==> src/rtl/alu_sequencer_if.sv <==
// Instruction handshake and status bundle between an instruction source and alu_sequencer.
interface alu_sequencer_if #(
    parameter int RA_W = 2
);
    logic            instr_valid;
    logic            instr_ready;
    logic [3:0]      instr_op;
    logic [RA_W-1:0] instr_dst;
    logic [RA_W-1:0] instr_src1;
    logic [RA_W-1:0] instr_src2;
    logic [3:0]      instr_imm;
    logic            done;
    logic            err;
    logic [3:0]      rd_data;
    logic            ovf_last;
    logic            ovf_sticky;
    logic            ovf_clr;

    modport master (
        output instr_valid, instr_op, instr_dst, instr_src1, instr_src2, instr_imm, ovf_clr,
        input  instr_ready, done, err, rd_data, ovf_last, ovf_sticky
    );

    modport slave (
        input  instr_valid, instr_op, instr_dst, instr_src1, instr_src2, instr_imm, ovf_clr,
        output instr_ready, done, err, rd_data, ovf_last, ovf_sticky
    );
endinterface

==> src/rtl/alu_sequencer.sv <==
// Three-state instruction sequencer: reads operands from a small register file, fires one
// ALU enable for one cycle, writes the result back and pulses done.
module alu_sequencer #(
    parameter int NUM_REGS = 4,
    parameter int RA_W     = 2
) (
    input  logic                 clk,
    input  logic                 rst,
    alu_sequencer_if.slave       bus,
    output logic [12:0]          alu_en,
    output logic [3:0]           alu_rd1,
    output logic [3:0]           alu_rd2,
    input  logic [3:0]           alu_result,
    input  logic                 alu_overflow
);
    localparam logic [3:0] OP_WR   = 4'd0;
    localparam logic [3:0] OP_READ = 4'd1;
    localparam logic [3:0] OP_ADD  = 4'd9;
    localparam logic [3:0] OP_SUB  = 4'd10;
    localparam logic [3:0] OP_LAST = 4'd12;

    typedef enum logic [1:0] {
        S_IDLE,
        S_EXEC,
        S_DONE
    } state_t;

    state_t          state;
    state_t          state_next;
    logic [3:0]      regs [NUM_REGS];
    logic [3:0]      op_q;
    logic [RA_W-1:0] dst_q;
    logic            is_arith;
    logic            is_illegal;

    assign is_arith   = (op_q == OP_ADD) || (op_q == OP_SUB);
    assign is_illegal = (op_q > OP_LAST);

    always_comb begin
        state_next = state;
        case (state)
            S_IDLE:  if (bus.instr_valid && bus.instr_ready) state_next = S_EXEC;
            S_EXEC:  state_next = S_DONE;
            S_DONE:  state_next = S_IDLE;
            default: state_next = S_IDLE;
        endcase
    end

    // Handshake outputs are registered from the next state so they line up with the state itself.
    always_ff @(posedge clk) begin
        if (rst) begin
            state           <= S_IDLE;
            bus.instr_ready <= 1'b1;
            bus.done        <= 1'b0;
            bus.err         <= 1'b0;
        end else begin
            state           <= state_next;
            bus.instr_ready <= (state_next == S_IDLE);
            bus.done        <= (state_next == S_DONE);
            bus.err         <= (state_next == S_DONE) && is_illegal;
        end
    end

    always_ff @(posedge clk) begin
        if (rst) begin
            for (int i = 0; i < NUM_REGS; i++) regs[i] <= '0;
            op_q           <= '0;
            dst_q          <= '0;
            alu_en         <= '0;
            alu_rd1        <= '0;
            alu_rd2        <= '0;
            bus.rd_data    <= '0;
            bus.ovf_last   <= 1'b0;
            bus.ovf_sticky <= 1'b0;
        end else begin
            case (state)
                S_IDLE: begin
                    if (bus.instr_valid && bus.instr_ready) begin
                        op_q    <= bus.instr_op;
                        dst_q   <= bus.instr_dst;
                        alu_rd1 <= (bus.instr_op == OP_WR) ? bus.instr_imm : regs[bus.instr_src1];
                        alu_rd2 <= regs[bus.instr_src2];
                        alu_en  <= (bus.instr_op <= OP_LAST) ? (13'd1 << bus.instr_op) : 13'd0;
                    end
                end
                S_EXEC: begin
                    bus.rd_data  <= alu_result;
                    bus.ovf_last <= alu_overflow && is_arith;
                    alu_en       <= '0;
                    if ((op_q != OP_READ) && !is_illegal) regs[dst_q] <= alu_result;
                end
                default: ;
            endcase

            // A new overflow outranks a simultaneous clear so no event is ever lost.
            if ((state == S_EXEC) && is_arith && alu_overflow) bus.ovf_sticky <= 1'b1;
            else if (bus.ovf_clr)                               bus.ovf_sticky <= 1'b0;
        end
    end
endmodule
==> src/flat_wrapper.sv <==
// flat-port wrapper written by rule: the top's interface ports become plain ports
module alu_sequencer_flat 
#(
    parameter int NUM_REGS = 4,
    parameter int RA_W     = 2
)
  (clk, rst, alu_en, alu_rd1, alu_rd2, alu_result, alu_overflow, bus_instr_valid, bus_instr_op, bus_instr_dst, bus_instr_src1, bus_instr_src2, bus_instr_imm, bus_ovf_clr, bus_instr_ready, bus_done, bus_err, bus_rd_data, bus_ovf_last, bus_ovf_sticky);
  alu_sequencer_if #(.RA_W(RA_W)) bus_i ();
  input  logic clk;
  input  logic rst;
  output logic [12:0] alu_en;
  output logic [3:0] alu_rd1;
  output logic [3:0] alu_rd2;
  input  logic [3:0] alu_result;
  input  logic alu_overflow;
  input wire logic [$bits(bus_i.instr_valid)-1:0] bus_instr_valid;
  input wire logic [$bits(bus_i.instr_op)-1:0] bus_instr_op;
  input wire logic [$bits(bus_i.instr_dst)-1:0] bus_instr_dst;
  input wire logic [$bits(bus_i.instr_src1)-1:0] bus_instr_src1;
  input wire logic [$bits(bus_i.instr_src2)-1:0] bus_instr_src2;
  input wire logic [$bits(bus_i.instr_imm)-1:0] bus_instr_imm;
  input wire logic [$bits(bus_i.ovf_clr)-1:0] bus_ovf_clr;
  output wire logic [$bits(bus_i.instr_ready)-1:0] bus_instr_ready;
  output wire logic [$bits(bus_i.done)-1:0] bus_done;
  output wire logic [$bits(bus_i.err)-1:0] bus_err;
  output wire logic [$bits(bus_i.rd_data)-1:0] bus_rd_data;
  output wire logic [$bits(bus_i.ovf_last)-1:0] bus_ovf_last;
  output wire logic [$bits(bus_i.ovf_sticky)-1:0] bus_ovf_sticky;
  assign bus_i.instr_valid = bus_instr_valid;
  assign bus_i.instr_op = bus_instr_op;
  assign bus_i.instr_dst = bus_instr_dst;
  assign bus_i.instr_src1 = bus_instr_src1;
  assign bus_i.instr_src2 = bus_instr_src2;
  assign bus_i.instr_imm = bus_instr_imm;
  assign bus_i.ovf_clr = bus_ovf_clr;
  assign bus_instr_ready = bus_i.instr_ready;
  assign bus_done = bus_i.done;
  assign bus_err = bus_i.err;
  assign bus_rd_data = bus_i.rd_data;
  assign bus_ovf_last = bus_i.ovf_last;
  assign bus_ovf_sticky = bus_i.ovf_sticky;
  alu_sequencer #(.NUM_REGS(NUM_REGS), .RA_W(RA_W)) u_core (.clk(clk), .rst(rst), .bus(bus_i), .alu_en(alu_en), .alu_rd1(alu_rd1), .alu_rd2(alu_rd2), .alu_result(alu_result), .alu_overflow(alu_overflow));
endmodule
==> config.mk <==
export PLATFORM = sky130hd
export DESIGN_NAME = alu_sequencer_flat
export DESIGN_NICKNAME = d
export VERILOG_FILES = /design/src/rtl/alu_sequencer_if.sv /design/src/rtl/alu_sequencer.sv /design/src/flat_wrapper.sv
export SDC_FILE = /design/constraint.sdc
export NUM_CORES = 1
export LEC_CHECK = 0
export ABC_AREA = 1
export CORE_MARGIN = 1.5
export CORE_UTILIZATION = 55
export DETAILED_ROUTE_END_ITERATION = 10
export DONT_BUFFER_PORTS = 1
export HOLD_SLACK_MARGIN = 0.1
export MAX_ROUTING_LAYER = met4
export PLACE_DENSITY_LB_ADDON = 0.25
export SLEW_MARGIN = 40
export SYNTH_ARGS = -nofsm -noshare
export SYNTH_HDL_FRONTEND = slang
export SYNTH_SLANG_ARGS = --single-unit
==> constraint.sdc <==
create_clock -name clk -period 1.3 [get_ports clk]
set_input_delay 0.13 -clock clk [delete_from_list [all_inputs] [get_ports clk]]
set_output_delay 0.13 -clock clk [all_outputs]
set_load 0.01 [all_outputs]
==> results_dict.tcl <==
set metrics [dict create \
    areaGrowthSynthToFinish_pct 30.34 \
    drv_cap 0 \
    ir_drop_mv 0.8099 \
    synth_compound_area_share_pct 11.88 \
    clk_path_buf_depth 2 \
    seq_area_frac_synth_pct 53.45 \
    fin_area_mm2 0.002978 \
    cp_slowest_stage_delay_ps 340 \
    drc_errors 0 \
    synth-adder-area-share_pct 0 \
    ios 53 \
    gp_congestion 0.8971 \
    hold_path_class "in -> reg" \
    synth.avg_cell_area_um2 8.338 \
    synth_common_cells "nand2_1 (62), dfxtp_1 (37), inv_1 (32)" \
    tns_ps -415.6 \
    antenna_found_initial 0 \
    cp-end-kind "register" \
    wl_um 5608 \
    setup_violations 22 \
    die_h_um 67.45 \
    drive_gt1_share_pct 22.81 \
    r2r-end "u_core.regs[0][0]" \
    ff2ff_path_depth 7 \
    final_antenna_net_count 0 \
    grt_pass1_vias 1829 \
    cp-start-kind "register" \
    ff_latch_area_mm2 0.001226 \
    rsz0062_at_grt "yes" \
    yosysMostFrequentCell "nand2_1" \
    slowest_stage "dfxtp_2" \
    crit_chain "inv_2 > nand2_2 > nand2_2 > nand2_4 > nor2_8 > nand4_4 > nand2_4" \
    use_met1_pct 32.56 \
    failed_checks "setup timing" \
    status "finished with violations" \
    max_freq_mhz 747.4 \
    synthesis.nets 297 \
    diodes 0 \
    fin_skew_ps 8.614 \
    synth_top_area_cell "dfxtp_1" \
    holdPathStages 4 \
    busiest_layer "met2" \
    cts_tree "yes" \
    vias 2005 \
    synth_top_area_share_pct 32.42 \
    cts_buffers 5 \
    synthMuxAreaShare_pct 0 \
    multiInputGateArea_mm2 0.001051 \
    min_to "u_core.alu_rd2[1]" \
    yosys_warnings 0 \
    n_fill_cell 286 \
    fin_cells 370 \
    dp.cells 338 \
    die_w_um 67.45 \
    synth.area.top_cells "dfxtp_1 (32%), edfxtp_1 (21%), nand2_1 (10%)" \
    routed_via_density 5.419 \
    fin_crit_sh_pct 102.9 \
    holdCritStartpoint "bus_instr_src2[1]" \
    cts_root_buf "clkbuf_8" \
    first_pass_iters 4 \
    leakagePower_nw 1.217 \
    place.port_buffers 0 \
    pre_cts_slack_ps -79.44 \
    synth_ff_type "dfxtp_1" \
    die_area_mm2 0.004550 \
    clk_latency_ps 300 \
    overflow 0 \
    tightestPinTransition_ps 469.4 \
    cp_data_arrival_time_ps 1360 \
    first_iter_violations 109 \
    grt_pass1_wl_um 8466 \
    nNetsFinal 342 \
    powerDensity_mw_per_mm2 1118 \
    dpl_cell_area_mm2 0.002487 \
    syn_inst 274 \
    crit_type "reg -> reg" \
    synth_edf_count 16 \
    fin_crit_ps 1338 \
    timing.slew.headroom_pct 68.67 \
    initial_core_util_pct 57.12 \
    grt_use_total_pct 26.10 \
    met2_usage_pct 42.45 \
    synthSimpleGateAreaFrac_pct 27.27 \
    worstPathRequired_ps 1320 \
    path_clk_slew_ps 90 \
    setup_ws_ps -38.04 \
    clkSinkCount 53 \
    ys_ff_latch 53 \
    synth_top_family_by_area "simple AND/OR/NAND/NOR gates" \
    slew_viol_final 0 \
    core_area_mm2 0.004000 \
    total_power_w 0.003330 \
    met3_usage_pct 5.500 \
    worstPathMaxFanout 5 \
    cts.htree.levels 2 \
    rows 23 \
    dp_hpwl_um 3705 \
    synth_xor_area_share_pct 0 \
    timing.rr.start "u_core.op_q[1]" \
    async_reset_ff_share_pct 0 \
    syn_area_mm2 0.002285 \
    rrSetupSlack_ps -40 \
    grt_max_degree 17 \
    wire_per_inst_um 15.16 \
    synth.distinct_cells 24 \
    hold_viol_final 0 \
]
## layout by cell type (no fill, tap or decap)
cell and count:
nand2_2 5, inv_2 5, buf_12 1, buf_4 15
o21ai_0 24, nand2_4 5, clkbuf_8 6, nor2_1 17
nor2_8 1, dfxtp_1 33, nand4_1 1, nor2_2 3
nor3_1 1, o21ai_2 1, dfxtp_2 4, a21oi_1 15
nand4_4 3, nor2_4 14, buf_6 5, dlygate4sd3_1 22
inv_1 28, edfxtp_1 16, o22ai_1 5, o21ai_1 8
nand3_4 2, clkinv_2 1, nand2_1 54, clkinv_4 2
nand3_1 23
## routing by layer
metal	share of wire (%)	routed length, µm	vias up
met4	1.3	72	0
li1	-	-	992
met5	0	0	-
met1	45	2503	935
met2	49	2741	69
met3	5.2	290	9
## cells by family (layout without fill, tap and decap cells)
logic type	after synthesis	after routing
simple gates	129	129
compound gates	53	53
flops	53	53
buf+inv	39	85
## critical path: cells and delay by family (launching register included)
kind | cells | cell delay (ps)
simple gates | 6 | 640
flops | 1 | 340
buf+inv | 1 | 70
## through the flow
stage | hold WS, ps | utilization (%)
after detailed placement | 198.9 | 62.18
after global routing | 112.0 | 74.44
after global placement | 197.2 | 62.18
final | 106.2 | 74.44
after CTS | 101.2 | 70.44
after floorplan | 195.0 | -
## final cells by class
cell class / instances / share of cell area [%]
clock buffer: 6 / 2.773
clock inverter: 2 / 0.4622
inverter: 34 / 4.454
multi-input combinational: 182 / 35.29
sequential: 53 / 41.18
tap: 50 / 2.101
timing repair buffer: 43 / 13.74
## power breakdown
part           internal [W]  switching, W  total (W)
registers           0.00179     0.0000772    0.00186
logic              0.000208      0.000295   0.000504
clock network      0.000433      0.000530   0.000963
total               0.00243      0.000903    0.00333
## sequential cells by signal, indices dropped and copies added (netlist names)
| register | cells |
|---|---|
| u_core.bus.ovf_last | 1 |
| u_core.bus.instr_ready | 1 |
| u_core.bus.ovf_sticky | 1 |
| u_core.regs | 16 |
| u_core.alu_rd2 | 4 |
| u_core.state | 2 |
| u_core.alu_rd1 | 4 |
| u_core.bus.err | 1 |
| u_core.dst_q | 2 |
| u_core.alu_en | 13 |
| u_core.bus.rd_data | 4 |
| u_core.op_q | 4 |
## worst max path at each step
stage / cells after the start / end / slack (ps) / start
floorplan: 7 / u_core.regs[0][0] / 3 / u_core.state[1]
global placement: 7 / u_core.regs[3][2] / -30 / u_core.op_q[0]
detailed placement: 7 / u_core.regs[0][1] / -80 / u_core.op_q[1]
CTS: 7 / u_core.alu_en[12] / 0.4 / bus_instr_op[0]
global route: 8 / u_core.regs[0][3] / -110 / u_core.op_q[1]
finish: 7 / u_core.regs[0][0] / -40 / u_core.op_q[1]
## what timing repair did
item,in CTS,in global routing
hold buffers,21,1
setup endpoints to repair,45,49
buffers inserted,0,2
pin swaps,3,6
endpoints found under the hold margin,34,1
gates resized for setup,10,38
No activity file was read; power rests on OpenSTA's default activity.
